==> config.mk <==
export PLATFORM = sky130hd
export DESIGN_NAME = load_store_unit
export DESIGN_NICKNAME = d
export VERILOG_FILES = /design/src/rtl/lsu_pkg.sv /design/src/rtl/lsu_lane_unit.sv /design/src/rtl/load_store_unit.sv
export SDC_FILE = /design/constraint.sdc
export NUM_CORES = 1
export LEC_CHECK = 0
export ABC_AREA = 0
export CAP_MARGIN = 20
export CORE_MARGIN = 1
export CORE_UTILIZATION = 46
export CTS_CLUSTER_DIAMETER = 40
export DETAILED_ROUTE_END_ITERATION = 10
export GPL_ROUTABILITY_DRIVEN = 1
export GPL_TIMING_DRIVEN = 0
export PLACE_DENSITY = 0.86
export SLEW_MARGIN = 20
export SYNTH_ARGS = -nofsm -noshare
export SYNTH_HDL_FRONTEND = slang
export SYNTH_SLANG_ARGS = --single-unit
==> constraint.sdc <==
create_clock -name clk -period 2.8 [get_ports clk]
set_input_delay 0.42 -clock clk [delete_from_list [all_inputs] [get_ports clk]]
set_output_delay 0.42 -clock clk [all_outputs]
set_load 0.03 [all_outputs]
==> src/rtl/lsu_pkg.sv <==
// Shared definitions for the load/store unit.
//   - size encodings carried on req_size
//   - FSM state enum
//   - lane geometry constants and the alignment check helper
package lsu_pkg;

    localparam logic [1:0] SZ_BYTE = 2'b00;
    localparam logic [1:0] SZ_HALF = 2'b01;
    localparam logic [1:0] SZ_WORD = 2'b10;
    localparam logic [1:0] SZ_RSVD = 2'b11;

    localparam int BYTE_W = 8;
    localparam int HALF_W = 16;

    typedef enum logic [2:0] {
        ST_IDLE     = 3'd0,
        ST_ACCESS   = 3'd1,
        ST_MERGE_WR = 3'd2,
        ST_RESP     = 3'd3,
        ST_ERR      = 3'd4
    } lsu_state_t;

    // A request is rejected when the size is reserved or the address
    // is not naturally aligned for the access size.
    function automatic logic is_rejected(input logic [1:0] size, input logic [1:0] addr_lo);
        logic bad;
        bad = 1'b0;
        case (size)
            SZ_HALF: bad = addr_lo[0];
            SZ_WORD: bad = (addr_lo != 2'b00);
            SZ_RSVD: bad = 1'b1;
            default: bad = 1'b0;
        endcase
        return bad;
    endfunction

endpackage

==> src/rtl/lsu_lane_unit.sv <==
// Combinational lane logic for the load/store unit.
// Ports:
//   i_word      - 32-bit word read from data memory
//   i_addr_lo   - byte offset within the word (little-endian lanes)
//   i_size      - access size (SZ_BYTE / SZ_HALF / SZ_WORD)
//   i_unsigned  - zero-extend loads when 1, sign-extend when 0
//   i_wdata     - low 16 bits of the store data (upper bits never merged)
//   o_load_data - addressed lane, extended to 32 bits
//   o_merged    - i_word with the addressed lane replaced by store data
module lsu_lane_unit
    import lsu_pkg::*;
(
    input  logic [31:0] i_word,
    input  logic [1:0]  i_addr_lo,
    input  logic [1:0]  i_size,
    input  logic        i_unsigned,
    input  logic [15:0] i_wdata,
    output logic [31:0] o_load_data,
    output logic [31:0] o_merged
);

    logic [BYTE_W-1:0] w_byte;
    logic [HALF_W-1:0] w_half;
    logic              w_byte_fill;
    logic              w_half_fill;

    assign w_byte      = i_word[{i_addr_lo, 3'b000} +: BYTE_W];
    assign w_half      = i_word[{i_addr_lo[1], 4'b0000} +: HALF_W];
    assign w_byte_fill = ~i_unsigned & w_byte[BYTE_W-1];
    assign w_half_fill = ~i_unsigned & w_half[HALF_W-1];

    always_comb begin
        o_load_data = i_word;
        case (i_size)
            SZ_BYTE: o_load_data = {{24{w_byte_fill}}, w_byte};
            SZ_HALF: o_load_data = {{16{w_half_fill}}, w_half};
            default: o_load_data = i_word;
        endcase
    end

    always_comb begin
        o_merged = i_word;
        case (i_size)
            SZ_BYTE: o_merged[{i_addr_lo, 3'b000} +: BYTE_W]    = i_wdata[BYTE_W-1:0];
            SZ_HALF: o_merged[{i_addr_lo[1], 4'b0000} +: HALF_W] = i_wdata;
            default: o_merged = i_word;
        endcase
    end

endmodule

==> src/rtl/load_store_unit.sv <==
// Load/store unit between the CPU memory stage and data_memory.
// Turns byte/half/word requests into word-granular memory accesses:
// loads extract and extend a lane, sub-word stores do read-modify-write,
// misaligned or reserved-size requests are rejected without a memory access.
// Ports:
//   clk, rst_n                 - clock, asynchronous active-low reset
//   req_valid/req_ready        - request handshake; transfer when both high
//   req_write/size/unsigned    - request kind
//   req_addr/req_wdata         - byte address, right-justified store data
//   rsp_valid                  - one-cycle completion pulse (no backpressure)
//   rsp_rdata/rsp_misaligned   - load result / rejection flag
//   dmem_write/addr/wdata      - data_memory write port and word address
//   dmem_rdata                 - data_memory combinational read of dmem_addr
//   dbg_state                  - current FSM state (lsu_state_t encoding)
//
// Handshake: req_ready is high only in IDLE; a request transfers on a rising
// edge where req_valid && req_ready, and all request fields are captured on
// that edge. rsp_valid is a single-cycle pulse the CPU must always accept.
module load_store_unit
    import lsu_pkg::*;
#(
    parameter int ADDR_W = 32
) (
    input  logic              clk,
    input  logic              rst_n,
    input  logic              req_valid,
    output logic              req_ready,
    input  logic              req_write,
    input  logic [1:0]        req_size,
    input  logic              req_unsigned,
    input  logic [ADDR_W-1:0] req_addr,
    input  logic [31:0]       req_wdata,
    output logic              rsp_valid,
    output logic [31:0]       rsp_rdata,
    output logic              rsp_misaligned,
    output logic              dmem_write,
    output logic [ADDR_W-1:0] dmem_addr,
    output logic [31:0]       dmem_wdata,
    input  logic [31:0]       dmem_rdata,
    output logic [2:0]        dbg_state
);

    lsu_state_t        r_state;
    logic              r_write;
    logic [1:0]        r_size;
    logic              r_unsigned;
    logic [ADDR_W-1:0] r_addr;
    logic [31:0]       r_wdata;
    logic [31:0]       r_rdata;
    logic              r_rsp_valid;
    logic              r_rsp_mis;

    logic [31:0]       w_load_data;
    logic [31:0]       w_merged;

    lsu_lane_unit u_lane (
        .i_word      (dmem_rdata),
        .i_addr_lo   (r_addr[1:0]),
        .i_size      (r_size),
        .i_unsigned  (r_unsigned),
        .i_wdata     (r_wdata[15:0]),
        .o_load_data (w_load_data),
        .o_merged    (w_merged)
    );

    always_ff @(posedge clk or negedge rst_n) begin
        if (!rst_n) begin
            r_state     <= ST_IDLE;
            r_write     <= 1'b0;
            r_size      <= SZ_BYTE;
            r_unsigned  <= 1'b0;
            r_addr      <= '0;
            r_wdata     <= '0;
            r_rdata     <= '0;
            r_rsp_valid <= 1'b0;
            r_rsp_mis   <= 1'b0;
        end else begin
            r_rsp_valid <= 1'b0;
            r_rsp_mis   <= 1'b0;
            case (r_state)
                ST_IDLE: begin
                    if (req_valid) begin
                        r_write    <= req_write;
                        r_size     <= req_size;
                        r_unsigned <= req_unsigned;
                        r_addr     <= req_addr;
                        r_wdata    <= req_wdata;
                        // Stores and rejected requests report zero data.
                        r_rdata    <= '0;
                        if (is_rejected(req_size, req_addr[1:0])) begin
                            r_state     <= ST_ERR;
                            r_rsp_valid <= 1'b1;
                            r_rsp_mis   <= 1'b1;
                        end else begin
                            r_state <= ST_ACCESS;
                        end
                    end
                end
                ST_ACCESS: begin
                    if (!r_write) begin
                        r_rdata     <= w_load_data;
                        r_state     <= ST_RESP;
                        r_rsp_valid <= 1'b1;
                    end else if (r_size == SZ_WORD) begin
                        r_state     <= ST_RESP;
                        r_rsp_valid <= 1'b1;
                    end else begin
                        // Reuse the store-data register for the merged word so
                        // dmem_wdata always comes straight from one register.
                        r_wdata <= w_merged;
                        r_state <= ST_MERGE_WR;
                    end
                end
                ST_MERGE_WR: begin
                    r_state     <= ST_RESP;
                    r_rsp_valid <= 1'b1;
                end
                ST_RESP, ST_ERR: r_state <= ST_IDLE;
                default:         r_state <= ST_IDLE;
            endcase
        end
    end

    // Decoded from state so an asynchronous reset drops it immediately.
    assign dmem_write = (r_state == ST_MERGE_WR) ||
                        ((r_state == ST_ACCESS) && r_write && (r_size == SZ_WORD));

    assign req_ready      = (r_state == ST_IDLE);
    assign dmem_addr      = {r_addr[ADDR_W-1:2], 2'b00};
    assign dmem_wdata     = r_wdata;
    assign rsp_valid      = r_rsp_valid;
    assign rsp_misaligned = r_rsp_mis;
    assign rsp_rdata      = r_rdata;
    assign dbg_state      = r_state;

endmodule

Word level (Yosys, flattened, before mapping)
Index checks and enable logic that the tools add are counted.

word-level totals
  word-level logic and storage cells = 66
  bits in writable memories = 0
  bits in latches = 0
  output and inout bits = 103
  ROM bits = 0
  memories kept = 0
  register bits = 105
  input port bits = 103

cells by class
  multiplexer cells = 25
  $lt $le $gt $ge = 0
  add/subtract/negate cells = 2
  reductions and logical operators = 10
  eq/ne operators = 11
  bitwise operators = 3
  multiply operators = 0
  shifts and indexed selects = 6
  divide/modulo/power cells = 0

operators by type and width
  operator                                                number
  one-hot mux 32 bit (2 select lines)                     4
  two-way mux 32 bit                                      5
  bitwise mux 32 bit                                      2
  variable shift 16 x 7 -> 32 bit (first input constant)  1
  variable shift 8 x 7 -> 32 bit (first input constant)   1
  variable part select 16 x 7 -> 32 bit                   1
  variable part select 32 x 6 -> 16 bit                   1
  variable part select 32 x 6 -> 8 bit                    1
  variable part select 8 x 7 -> 32 bit                    1
  negation 5 -> 7 bit                                     2
  two-way mux 1 bit                                       9
  one-hot mux 3 bit (3 select lines)                      1
  != test 2 bit (second input constant)                   4
  equality test 2 bit (second input constant)             3
  two-way mux 3 bit                                       2
  one-hot mux 1 bit (3 select lines)                      2
  equality test 2 x 1 -> 1 bit (second input constant)    2
  AND reduction 4 bit                                     1
  nonzero test 2 bit                                      2
  equality test 3 x 1 -> 1 bit (second input constant)    1
  equality test 3 x 2 -> 1 bit (second input constant)    1
  logical NOT 3 bit                                       1
  AND reduction 3 bit                                     1
  AND 1 bit                                               2
  5 further kinds                                         6

Depth between registers and ports, before layout
  word-level depth = 7
  depth in mapped cells = 10
  depth with buffers taken out = 7

Cells and area by module
Synthesis repeated with hierarchy kept, for this count alone.

second synthesis, totals
  cell total of the unflattened synthesis = 727
  area, all modules = 6580.1 µm²

by module, submodules not included
  module           area each (µm²)  cells an instance  instances  seq. area each (µm²)
  load_store_unit  4498.1           433                1          2627.5
  lsu_lane_unit    2082.0           294                1          0.0

Worst setup path before layout
OpenSTA, ideal clock, no wires.

  kind = flip-flop to flip-flop
  from = register r_state[2], in the netlist dbg_state[2]
  to = register r_addr[10]
  buffers on the path = 3
  data required time = 2.675 ns
  clock period less this slack = 2.414 ns
  arrival = 2.289 ns
  stages on the path, launching flop included = 7
  path slack = 0.386 ns
  library setup time = 0.125 ns
  cells stage by stage = dfrtp_1 -> buf_2 -> nor3_1 -> and2_1 -> buf_2 -> buf_2 -> mux2_2

on the way
  longest elaborated chain between the ends = 2

ends and longest elaborated chain
  what                                  line                   text
  start, declared                       load_store_unit.sv:43  lsu_state_t r_state;
  start signal, assigned                load_store_unit.sv:68  r_state <= ST_IDLE;
  start signal, assigned                load_store_unit.sv:91  r_state <= ST_ERR;
  start signal, assigned                load_store_unit.sv:95  r_state <= ST_ACCESS;
  logical NOT 3 bit                     --
  net req_ready                         load_store_unit.sv:27  output logic req_ready,
  AND reduction 2 bit (no source line)  --
  end signal, assigned                  load_store_unit.sv:86  r_addr <= req_addr;
  end, declared                         load_store_unit.sv:47  logic [ADDR_W-1:0] r_addr;

The timed path passes the listed nets, and every way through them passes these cells.
A chain may end at the register's enable or synchronous reset.

Final worst setup path
  from = register r_size[0]
  to = output dmem_write

on the way
  longest elaborated chain between the ends = 3

ends and longest elaborated chain
  what                    line                    text
  start, declared         load_store_unit.sv:45   logic [1:0] r_size;
  start signal, assigned  load_store_unit.sv:84   r_size <= req_size;
  equality test 2 bit     load_store_unit.sv:126  ((r_state == ST_ACCESS) && r_write && (r_size == SZ_WORD));
  logical AND 1 bit       load_store_unit.sv:126
  logical OR 1 bit        load_store_unit.sv:125  assign dmem_write = (r_state == ST_MERGE_WR) ||
  end, declared           load_store_unit.sv:36   output logic dmem_write,

No other way between the ends.

==> results by group <==
Status
  – Status: finished with violations
  – Failing checks: negative hold slack

Floorplanning
  – Row count: 40
  – I/O Pins: 206
  – DIE HEIGHT: 114.4 um
  – Core ar.: 0.01216 mm2
  – Die W: 114.4 um
  – Die ar.: 0.01308 mm2
  – Initial core utilization: 47.75%

Global route
  – Initial antenna violation count: 0
  – Grt met1 use: 44.60%
  – Vias in the first global route: 5,598
  – Gr usage total: 33.09%
  – First-pass GRT wire length: 32,150 um
  – GR Util met3: 7.041%
  – Pin count of the biggest net entering global routing: 60
  – GRT Residual Overflow: 0
  – GRT Max-Usage Layer: met2
  – Met2 usage: 52.89%

Clocking
  – CTS tree: done
  – Clock sinks: 105
  – H-tree Lvls: 3
  – Clk_lat worst skew: 0.36 ns
  – Clock Path Buffers: 2
  – Worst-path clk slew: 0.07 ns
  – CTS Buf Count: 9
  – Root Driver: clkbuf_16

Synth
  – Top-count cell post-synth: dfrtp_1
  – FFs w/ async S/R, synth: 100.0%
  – Top cells by area, synth: dfrtp_1 45%, mux2_2 6.6%, o21ai_0 5.9%
  – Most frequently used flop master after synthesis: dfrtp_1
  – Cell area after synthesis: 0.005807 mm2
  – Synth area leader: dfrtp_1
  – Yosys cell types: 53
  – Top post-synthesis cells by count: 105 x dfrtp_1, 68 x o21ai_0, 58 x nand2_1
  – EDFF count, synth: 0
  – Mapped Cells: 565
  – Seq/Total Area, Yosys: 45.25%
  – Synth top area share: 45.25%
  – Syn Area/Cell: 10.28 um2
  – Yosys reg bits: 105
  – Syn. warnings: 0

Timing
  – Peak Freq: 365.5 MHz
  – Setup TNS Final: 0 ns
  – Final Hold Viols: 1
  – Minimum clock period: 2.736 ns
  – Final Max Tran Viols: 0
  – Worst slew pin tran: 0.7237 ns
  – RSZ-0062 raised after global routing: no
  – Final setup fails: 0
  – Worst relative slew slack: 51.46%
  – Clock skew: 0.007052 ns
  – Worst hold slack: -0.00003975 ns
  – Final Cycle Share: 97.72%

Power
  – Leak: 3.487 nW
  – Worst vdd ir: 0.0006124 V
  – Clk pwr share: 12.3%
  – Seq pwr share: 25.8%
  – Int Pwr: 0.005703 W
  – Logic gate share of total power: 61.9%
  – Sw Share: 46.59%
  – Switching power: 0.004976 W
  – Pwr/cell area: 1266 mW/mm2

Finish
  – Layout cells sized above 1: 17.01%
  – Util after Layout: 69.35%
  – Area Overhead vs Synth: 45.25%
  – Multi-input gate area: 0.002710 mm2
  – Nets: 891
  – FF/Latch Area: 0.002628 mm2
  – Final Non-Filler Cells: 956
  – Post-route cell area: 0.008434 mm2
  – ANT cells: 0
  – Filler cells: 932

Drt
  – Post-DR wirelength/cell: 22.03 um
  – ANT nets after route: 0
  – DRC viols: 0
  – 1st-iter DRT viols: 611
  – DR vias: 5,659
  – DRT Wirelength: 21,060 um
  – Vias per inst: 5.919
  – First-pass DRT Iterations: 5

Setup path
  – WS Path Type: flop to output port
  – Worst Reg2Reg Path Length in Cells: 9
  – Worst-path fanout max: 10
  – CP Launch Type: flop
  – Required time at the worst-slack endpoint: 2.38 ns
  – CP arrival: 2.32 ns
  – Setup crit end kind: output port

Flow run
  – Number of max-cap violations: 0

Placement
  – Final Wtd Congestion: 0.9486
  – Placed cells: 938
  – PortBufs: 203
  – DP HPWL: 16,030 um
  – Placed Area: 0.008082 mm2

Worst hold path
  – Worst hold-check path type: input pin to async pin
## registers in the layout (all words and copies together), names as in the netlist
signal and flops:
dbg_state 3, r_addr 32, r_write 1, rsp_misaligned 1, rsp_rdata 32, r_size 2, dmem_wdata 32, rsp_valid 1
r_unsigned 1
## area by class of cell
type,count,area share (%)
buffer,71,5.059
clock buffer,12,3.041
clock inverter,4,0.6082
inverter,15,0.7121
multi-input combinational,373,32.13
sequential,105,31.15
tap,168,2.492
timing repair buffer,208,24.80
## per-layer routing
| metal | vias up | part of all wire, % |
|---|---|---|
| met5 | - | 0 |
| met4 | 0 | 2.7 |
| met3 | 48 | 8.8 |
| met2 | 338 | 47 |
| met1 | 2770 | 41 |
| li1 | 2503 | - |
## cell families after synthesis
logic type,synth area share (%)
compound gates,22.97
simple gates,10.82
flops,45.25
buf+inv,8.403
mux,11.42
fa+ha+maj,1.077
other cells,0.06458
## what timing repair did
action / 4_1_cts / 5_1_grt
setup endpoints to repair: 16 / 19
hold buffers: 0 / 0
buffers inserted: 0 / 4
gates resized for setup: 6 / 1
pin swaps: 0 / 2
## worst max-delay path, cell delays in order, from the launching register on
cell and delay [ns]:
dfrtp_1 0.37, buf_2 0.19, buf_1 0.33, or4_1 0.59
a21oi_1 0.16, clkdlybuf4s15_2 0.33
## layout by cell type, fill, tap and decap left out, types with 2 or more instances in the layout
master / instances
clkdlybuf4s50_1: 201
o21ai_0: 68
nor2_1: 15
nand3_1: 4
clkbuf_1: 16
conb_1: 2
a32oi_1: 2
mux2_2: 34
nor3_1: 3
a22oi_1: 8
clkbuf_16: 9
mux2i_1: 10
clkbuf_8: 2
or2_1: 2
nor2b_1: 5
clkinvlp_4: 2
a221oi_1: 15
a21oi_1: 23
ha_1: 5
o2bb2ai_1: 16
buf_4: 37
o21ai_1: 6
nand2_1: 58
buf_2: 20
a31oi_1: 9
mux4_2: 8
nor3b_1: 9
buf_6: 2
o22ai_1: 9
nand2b_1: 5
and2_1: 4
a221o_1: 30
inv_1: 13
nor4_4: 3
or3_1: 2
dfrtp_1: 105
## path summary, 6_finish.rpt
check	endpoint	from	slack, ns
setup / recovery	dmem_write	r_size[0]	0.06
hold / removal	dmem_wdata[28]	rst_n	-0.00004
setup reg to reg	dmem_wdata[9]	r_addr[1]	0.21
hold reg to reg	dmem_wdata[17]	dmem_wdata[17]	0.49
max in group asynchronous	r_addr[22]	rst_n	2.16
min in group clk	dmem_wdata[17]	dmem_wdata[17]	0.49
## power by group through the flow
| stage | Sequential [W] | Combinational, W | Clock [W] |
|---|---|---|---|
| 3_3_place_gp | 0.00272 | 0.00634 | 0 |
| 5_1_grt | 0.00283 | 0.00699 | 0.00139 |
| 3_5_place_dp | 0.00276 | 0.00648 | 0 |
| 2_1_floorplan | 0.00337 | 0.00340 | 0 |
| 4_1_cts | 0.00274 | 0.00653 | 0.00133 |
| 6_report | 0.00276 | 0.00661 | 0.00132 |
## metrics by stage
stage | total power [W] | setup slack, ns | hold WS, ns
after floorplan | 0.006767 | 0.3857 | 0.1244
after global placement | 0.009062 | -2.526 | 0.4618
after detailed placement | 0.009243 | -0.4146 | 0.3872
after CTS | 0.01060 | 0.06570 | 0.01427
after global routing | 0.01120 | 0.03203 | 0.02664
final | 0.01068 | 0.06384 | -0.00003975
(Power assumes the default switching activity.)
